===== config.mk =====
export PLATFORM = sky130hd
export DESIGN_NAME = dual_issue_slotter
export DESIGN_NICKNAME = d
export VERILOG_FILES = /design/src/rtl/dual_issue_slotter.sv
export SDC_FILE = /design/constraint.sdc
export NUM_CORES = 1
export LEC_CHECK = 0
export CAP_MARGIN = 20
export CORE_MARGIN = 5
export CORE_UTILIZATION = 62
export CTS_BUF_LIST = sky130_fd_sc_hd__clkbuf_2
export DETAILED_ROUTE_END_ITERATION = 10
export PLACE_DENSITY = 0.88
export REMOVE_ABC_BUFFERS = 1
export SLEW_MARGIN = 20
export SYNTH_ARGS = -nofsm -noshare
export SYNTH_HDL_FRONTEND = slang
export SYNTH_SLANG_ARGS = --single-unit

===== constraint.sdc =====
create_clock -name clk -period 7.8 [get_ports clk]
set_input_delay 1.17 -clock clk [delete_from_list [all_inputs] [get_ports clk]]
set_output_delay 1.17 -clock clk [all_outputs]
set_load 0.02 [all_outputs]

===== src/rtl/dual_issue_slotter.sv =====
// rtl/dual_issue_slotter.sv - in-order issue queue steering instruction pairs to ALU and memory slots
//
// Purpose: buffers fetched instruction pairs in a DEPTH-entry circular queue and each
// cycle issues up to one ALU/branch instruction (slot A) and one load/store (slot M)
// from the queue head. The head instruction always issues. The instruction behind it
// issues alongside only if it targets the other slot, the head is not a branch, and
// there is no RAW or WAW hazard between the two. All slot outputs are registered.
//
// Ports:
//   clk, rst_n                  clock (rising edge), asynchronous active-low reset
//   in_valid0/1, in_instr0/1    fetched pair, instr0 older; valid1 only with valid0
//   in_ready                    queue can accept two instructions this cycle
//   stall                       hold slot outputs and queue head; enqueue still allowed
//   flush                       empty the queue and clear both slots
//   out_alu_instr/_valid        slot A instruction (0 when empty) and its valid
//   out_mem_instr/_valid        slot M instruction (0 when empty) and its valid
//   out_opcode/out_opcode1      top six bits of slot A / slot M instructions
module dual_issue_slotter #(
  parameter int DEPTH = 4,
  parameter int W     = 32
) (
  input  logic         clk,
  input  logic         rst_n,
  input  logic         in_valid0,
  input  logic         in_valid1,
  input  logic [W-1:0] in_instr0,
  input  logic [W-1:0] in_instr1,
  output logic         in_ready,
  input  logic         stall,
  input  logic         flush,
  output logic [W-1:0] out_alu_instr,
  output logic [W-1:0] out_mem_instr,
  output logic         out_alu_valid,
  output logic         out_mem_valid,
  output logic [5:0]   out_opcode,
  output logic [5:0]   out_opcode1
);

  localparam int AW = $clog2(DEPTH);
  localparam int CW = AW + 1;

  localparam logic [5:0] OP_ADD  = 6'b000000;
  localparam logic [5:0] OP_ADDI = 6'b001000;
  localparam logic [5:0] OP_BEQ  = 6'b000100;
  localparam logic [5:0] OP_BNE  = 6'b000101;
  localparam logic [5:0] OP_LW   = 6'b100011;
  localparam logic [5:0] OP_SW   = 6'b101011;

  function automatic logic is_mem(input logic [5:0] op);
    return (op == OP_LW) || (op == OP_SW);
  endfunction

  function automatic logic is_branch(input logic [5:0] op);
    return (op == OP_BEQ) || (op == OP_BNE);
  endfunction

  function automatic logic [4:0] dest_of(input logic [5:0] op, input logic [4:0] rt,
                                         input logic [4:0] rd);
    case (op)
      OP_ADD:        return rd;
      OP_ADDI, OP_LW: return rt;
      default:       return 5'd0;
    endcase
  endfunction

  function automatic logic reads_rs(input logic [5:0] op);
    return (op == OP_ADD) || (op == OP_SW) || (op == OP_BEQ) || (op == OP_BNE) ||
           (op == OP_ADDI) || (op == OP_LW);
  endfunction

  function automatic logic reads_rt(input logic [5:0] op);
    return (op == OP_ADD) || (op == OP_SW) || (op == OP_BEQ) || (op == OP_BNE);
  endfunction

  logic [W-1:0]  mem_q [DEPTH];
  logic [W-1:0]  mem_d [DEPTH];
  logic [AW-1:0] rd_ptr_q, rd_ptr_d, wr_ptr_q, wr_ptr_d;
  logic [CW-1:0] count_q, count_d;
  logic [W-1:0]  out_alu_instr_q, out_alu_instr_d, out_mem_instr_q, out_mem_instr_d;
  logic          out_alu_valid_q, out_alu_valid_d, out_mem_valid_q, out_mem_valid_d;

  logic [W-1:0]  head, nxt;
  logic [4:0]    dest_h, dest_n;
  logic          raw_hit, waw_hit, pair_ok;
  logic [1:0]    enq, deq;

  assign head = mem_q[rd_ptr_q];
  assign nxt  = mem_q[rd_ptr_q + AW'(1)];

  assign dest_h = dest_of(head[31:26], head[20:16], head[15:11]);
  assign dest_n = dest_of(nxt[31:26], nxt[20:16], nxt[15:11]);

  // Register 0 never carries a dependency, so a zero dest suppresses both hazards.
  assign raw_hit = (dest_h != 5'd0) &&
                   ((reads_rs(nxt[31:26]) && (nxt[25:21] == dest_h)) ||
                    (reads_rt(nxt[31:26]) && (nxt[20:16] == dest_h)));
  assign waw_hit = (dest_h != 5'd0) && (dest_n != 5'd0) && (dest_h == dest_n);

  assign pair_ok = (count_q >= CW'(2)) &&
                   (is_mem(head[31:26]) != is_mem(nxt[31:26])) &&
                   !is_branch(head[31:26]) && !raw_hit && !waw_hit;

  // Depends on the registered count only, so upstream sees a stable ready all cycle.
  assign in_ready = (count_q <= CW'(DEPTH - 2));

  always_comb begin
    mem_d           = mem_q;
    rd_ptr_d        = rd_ptr_q;
    wr_ptr_d        = wr_ptr_q;
    count_d         = count_q;
    out_alu_instr_d = out_alu_instr_q;
    out_mem_instr_d = out_mem_instr_q;
    out_alu_valid_d = out_alu_valid_q;
    out_mem_valid_d = out_mem_valid_q;
    enq             = 2'd0;
    deq             = 2'd0;

    if (flush) begin
      count_d         = '0;
      rd_ptr_d        = wr_ptr_q;
      out_alu_instr_d = '0;
      out_mem_instr_d = '0;
      out_alu_valid_d = 1'b0;
      out_mem_valid_d = 1'b0;
    end else begin
      if (!stall) begin
        out_alu_instr_d = '0;
        out_mem_instr_d = '0;
        out_alu_valid_d = 1'b0;
        out_mem_valid_d = 1'b0;
        if (count_q != '0) begin
          deq = pair_ok ? 2'd2 : 2'd1;
          if (is_mem(head[31:26])) begin
            out_mem_instr_d = head;
            out_mem_valid_d = 1'b1;
            if (pair_ok) begin
              out_alu_instr_d = nxt;
              out_alu_valid_d = 1'b1;
            end
          end else begin
            out_alu_instr_d = head;
            out_alu_valid_d = 1'b1;
            if (pair_ok) begin
              out_mem_instr_d = nxt;
              out_mem_valid_d = 1'b1;
            end
          end
        end
      end

      if (in_ready && in_valid0) begin
        mem_d[wr_ptr_q] = in_instr0;
        enq             = 2'd1;
        if (in_valid1) begin
          mem_d[wr_ptr_q + AW'(1)] = in_instr1;
          enq                      = 2'd2;
        end
      end

      wr_ptr_d = wr_ptr_q + AW'(enq);
      rd_ptr_d = rd_ptr_q + AW'(deq);
      count_d  = count_q + CW'(enq) - CW'(deq);
    end
  end

  always_ff @(posedge clk or negedge rst_n) begin
    if (!rst_n) begin
      for (int i = 0; i < DEPTH; i++) mem_q[i] <= '0;
      rd_ptr_q        <= '0;
      wr_ptr_q        <= '0;
      count_q         <= '0;
      out_alu_instr_q <= '0;
      out_mem_instr_q <= '0;
      out_alu_valid_q <= 1'b0;
      out_mem_valid_q <= 1'b0;
    end else begin
      mem_q           <= mem_d;
      rd_ptr_q        <= rd_ptr_d;
      wr_ptr_q        <= wr_ptr_d;
      count_q         <= count_d;
      out_alu_instr_q <= out_alu_instr_d;
      out_mem_instr_q <= out_mem_instr_d;
      out_alu_valid_q <= out_alu_valid_d;
      out_mem_valid_q <= out_mem_valid_d;
    end
  end

  assign out_alu_instr = out_alu_instr_q;
  assign out_mem_instr = out_mem_instr_q;
  assign out_alu_valid = out_alu_valid_q;
  assign out_mem_valid = out_mem_valid_q;
  assign out_opcode    = out_alu_instr_q[W-1 -: 6];
  assign out_opcode1   = out_mem_instr_q[W-1 -: 6];

endmodule


== Yosys cells after proc, flatten, opt, wreduce, memory -nomap -nowiden ==
Cells that the tools add are included.
Widths: inputs -> output; s select.

* Register bits: 201
* Latch bits: 0
* RAM bits: 0
* Memory bits (read-only): 0
* Input bits: 70
* Output and inout port bits: 79
* Word-level logic and storage cells: 119
* Memories kept: 0

* Add/sub/neg operators: 6
* $mul: 0
* Divide/modulo/power cells: 0
* $lt $le $gt $ge: 8
* Eq/ne operators: 15
* Shift operators: 0
* Muxes and demuxes: 42
* Bitwise logic cells: 5
* Reduce and logical (&&, ||, !) cells: 32

{| class="wikitable"
|+ Operator list
! cell !! count
|-
| $mux 32 || 15
|-
| $bwmux 128 || 2
|-
| $bmux 32 s2 || 2
|-
| $demux 32 s2 || 2
|-
| $mux 128 || 1
|-
| $eq 6x3->1 const B || 4
|-
| $eq 6x6->1 const B || 4
|-
| $pmux 5 s2 || 2
|-
| $mux 2 || 8
|-
| $eq 5x5->1 || 3
|-
| $eq 6x4->1 const B || 2
|-
| $ge 3x3->1 const B || 4
|-
| $logic_and 1x1->1 || 12
|-
| $logic_not 6->1 || 2
|-
| $not 2->3 || 4
|-
| $reduce_bool 5->1 || 2
|-
| $logic_or 1x1->1 || 9
|-
| $mux 1 || 9
|-
| $lt 3x1->1 const B || 2
|-
| $add 2x1->2 const B || 2
|-
| $add 2x2->2 || 2
|-
| $reduce_or 2->1 || 2
|-
| $add 3x2->3 || 1
|-
| $ge 3x2->1 const B || 1
|-
| 9 further kinds || 11
|}

== Longest topological paths before layout ==
* Depth in word-level cells: 23
* Depth in mapped cells: 20
* Depth with buffers taken out: 15

== Least setup slack after synthesis ==
No wires, ideal clock.

* Kind: flip-flop to flip-flop
* Start point: register rd_ptr_q[0]
* End point: register count_q[2]
* Library setup time: 0.132 ns
* Data arrival time: 4.562 ns
* Required time: 7.668 ns
* Setup slack: 3.106 ns
* Stages on the path, launching flop included: 18
* Buffers on the path: 3
* Period minus slack after synthesis: 4.694 ns
* Cell sequence: dfrtp_1 buf_4 mux4_2 or3_4 nor4b_1 or2_2 mux2_2 or4_4 and3_4 nor2_4 buf_6 buf_6 nor3b_1 fa_1 fa_1 xnor2_1 xnor2_1 nor2_1

* Longest elaborated chain between the ends: 23
* Elaborated cells on any way between the ends: 58
* Those cells by class: 2 x add/sub; 14 x eq/ne; 13 x mux; 2 x bitwise; 27 x reduce/logical

{| class="wikitable"
|+ Ends and longest elaborated chain
! item !! line !! RTL
|-
| start, declared || 77 || <nowiki>logic [AW-1:0] rd_ptr_q, rd_ptr_d, wr_ptr_q, wr_ptr_d;</nowiki>
|-
| start signal, assigned || 178 || <nowiki>rd_ptr_q <= rd_ptr_d;</nowiki>
|-
| parallel branches: the longest is 16 deep, another holds $add 2x1->2 || n/a ||
|-
| $logic_and 1x1->1 * || 101 || <nowiki>!is_branch(head[31:26]) && !raw_hit && !waw_hit;</nowiki>
|-
| $mux 2 * || 132 || <nowiki>deq = pair_ok ? 2'd2 : 2'd1;</nowiki>
|-
| $mux 2 * || 131 || <nowiki>if (count_q != '0) begin</nowiki>
|-
| $mux 2 * || 126 || <nowiki>if (!stall) begin</nowiki>
|-
| $mux 2 * || 118 || <nowiki>if (flush) begin</nowiki>
|-
| $sub 3x2->3 * || 162 || <nowiki>count_d = count_q + CW'(enq) - CW'(deq);</nowiki>
|-
| $mux 3 * || 118 ||
|-
| named net count_d[2] || 78 || <nowiki>logic [CW-1:0] count_q, count_d;</nowiki>
|-
| end signal, assigned || 180 || <nowiki>count_q <= count_d;</nowiki>
|-
| end, declared || 78 ||
|}

Mark *: on every way through the listed nets, which the timed path passes. The select of a mux whose other input is x is not followed.
A chain may end at the register's enable or synchronous reset.

== Worst setup path after layout ==
* Start point: register rd_ptr_q[1]
* End point: register count_q[2]

The elaborated chain is that of the path after synthesis.

==> flow_summary.toml <==
[synthesis]
synth_area_um2 = 11160
yosysTopAreaCell = "dfrtp_1"
ys_warn_count = 0
synth_top_area_share = 0.4506
yosysSeqAreaShare = 0.4506
syn_area_per_cell_um2 = 9.939
ys_ff_latch = 201
synth_cells = 1123
ys.flop_type = "dfrtp_1"
synth_area_leaders = "dfrtp_1, mux4_2, o22ai_1"
synth_edf_count = 0
synth_most_common_cell = "dfrtp_1"
async_reset_ff_frac = 1.000
yosys-top-cells-count = "dfrtp_1, nor2_1, a21oi_1"
ys_types = 55

[layout]
fin_util = 0.7437
drive_gt1_frac = 0.1538
finalInstanceArea_um2 = 13270
nets = 1304
fillCellCount = 1249
area_growth_pct = 18.87

[pwr]
pwr_density_cell_nw_per_um2 = 425.8
irDropWorstVdd_v = 0.0002991
p_leak_nw = 5.155

[timing]
layout_min_cycle_time_ns = 5.519
finalClockSkew_ns = 0.1112
finalCritPeriodShare = 0.7075
relSlewSlack = 0.2976
tightest_slew_ns = 1.054
fmax_mhz = 181.2
setup_violations = 0
final.setup.tns_ns = 0
hold_ws_ns = 0.3083
drv_slew = 0
rsz0062_at_grt = "false"
hold_violations = 0

[critical_path]
worstPathArrival_ns = 6.19
endpoint_kind = "flip-flop"
crit_fanout = 42
cp_slowest_cell = "dfrtp_2"
crit_type = "flip-flop to flip-flop"
crit_chain = "mux4_2, nor4b_2, o211a_1, o21ai_1, a32o_1, or4_4, and3_4, nor2_4, nor3b_1, fa_1, fa_1, xnor2_1, xnor2_1, nor2_1"
required_ns = 8.47
reg2reg_setup_slack_ns = 2.28
worstRegToRegCells = 14
critPathMaxStageDelay_ns = 1.08
worstReg2RegEnd = "count_q[2]$_DFF_PN0_"
start_kind = "flip-flop"
startpoint = "rd_ptr_q[1]$_DFF_PN0_"
r2r_start = "rd_ptr_q[1]$_DFF_PN0_"

[clocking]
clock_sinks = 201
clk_latency_ns = 0.92
cts_max_level = 2
clkSlewWorstSetupHoldPaths_ns = 0.11
cts_buffer_depth = 3
cts_buffers = 52
cts_hold_buf = 0
cts_root_buffer = "clkbuf_2"
cts_setup_buffers = 0
cts_tree = "yes"
cts.repair.resized = 0

[route]
wl_mm = 36.32
vias = 10790
routedWlPerCell_um = 24.25
drt_first_pass_iters = 7
via_per_inst = 7.204
post-route-drc-count = 0
ant_nets = 0
drt_iter0_drc = 1581

[placed_design]
postPlaceCellArea_um2 = 12630
place.gp.congestion = 0.9655
hpwl_mm = 21.79
io_buffers = 148

[floorplanning]
die_w_um = 144.2
core-area_um2 = 17840
die_h_um = 144.2
ios = 149
floorplan.initialDensity = 0.6256
rows = 49
die_area_um2 = 20790

[grt]
grt_pass1_vias = 10890
antenna_found_initial = 1
grt_max_degree = 89
grt_usage = 0.3505
grt_pass1_wl_mm = 57.12
overflow = 0

[job]
max_cap_violations = 0

[run_status]
status = "complete, no violations"

[worst_hold_path]
hold_path_class = "primary input to asynchronous set/reset pin"
[placed cells by master (no fill, tap or decap), types with 20 or more instances in the layout]
master / synthesis / layout
o22ai_1: 128 / 128
buf_4: 16 / 20
a22oi_1: 61 / 61
mux4_2: 64 / 64
nand3_1: 69 / 69
dfrtp_1: 201 / 199
o21ai_0: 51 / 51
clkbuf_2: 0 / 66
clkdlybuf4s50_1: 0 / 147
a21oi_1: 141 / 137
nor2_1: 147 / 146
[worst max path at each step]
| stage | endpoint |
|---|---|
| floorplan | count_q[2]$_DFF_PN0_ |
| global placement | count_q[2]$_DFF_PN0_ |
| detailed placement | count_q[2]$_DFF_PN0_ |
| CTS | count_q[2]$_DFF_PN0_ |
| global route | count_q[2]$_DFF_PN0_ |
| finish | count_q[2]$_DFF_PN0_ |
[stage by stage]
stage	power, mW	instances	setup slack (ns)
CTS	5.549	1493	2.356
global placement	4.603	1401	2.427
detailed placement	4.734	1401	2.388
finish	5.650	1498	2.281
global route	5.951	1498	1.930
floorplan	3.767	1004	-1.000
[logic make-up after synthesis]
logic type / Yosys count / share of synthesized area
fa+ha+maj: 4 / 0.005829
xor+xnor: 11 / 0.008631
mux: 66 / 0.1312
simple gates: 299 / 0.1295
buf+inv: 122 / 0.04876
flops: 201 / 0.4506
compound gates: 420 / 0.2255
[state kept, by name (all words and copies together), names as in the netlist]
name,cells
out_alu_instr,32
wr_ptr_q,2
mem_q,128
out_alu_valid,1
out_mem_valid,1
out_mem_instr,32
rd_ptr_q,2
count_q,3
[worst max-delay path: cells and delay by family (launching register included)]
family / cells / cell delay (ns)
simple gates: 6 / 1.63
mux: 1 / 0.76
compound gates: 3 / 0.68
fa+ha+maj: 2 / 0.87
xor+xnor: 2 / 0.33
flops: 1 / 1.08
[routing by layer]
| layer | part of all wire | up-vias | GRT usage |
|---|---|---|---|
| met5 | 0 | - | 0 |
| met1 | 0.36 | 5230 | 0.4618 |
| met2 | 0.47 | 874 | 0.5424 |
| li1 | - | 4529 | - |
| met4 | 0.043 | 0 | 0.1831 |
| met3 | 0.13 | 159 | 0.08929 |
[cell type report]
type                       instances  area [um^2]  share of cell area
multi-input combinational        800         5664              0.4269
sequential                       201         5035              0.3795
timing repair buffer             172         1745              0.1316
clock buffer                      66        330.3             0.02490
tap                              229        286.5             0.02160
clock inverter                    26        192.7             0.01452
inverter                           3        11.26           0.0008487
antenna                            1        2.502           0.0001886
[report_power, final]
group / switching (mW) / total [mW] / internal, mW
Sequential: 0.462 / 1.93 / 1.46
Clock: 0.465 / 0.805 / 0.340
Combinational: 1.64 / 2.92 / 1.28
Total: 2.57 / 5.65 / 3.08
Note: power is estimated with default switching activity, not from simulation.
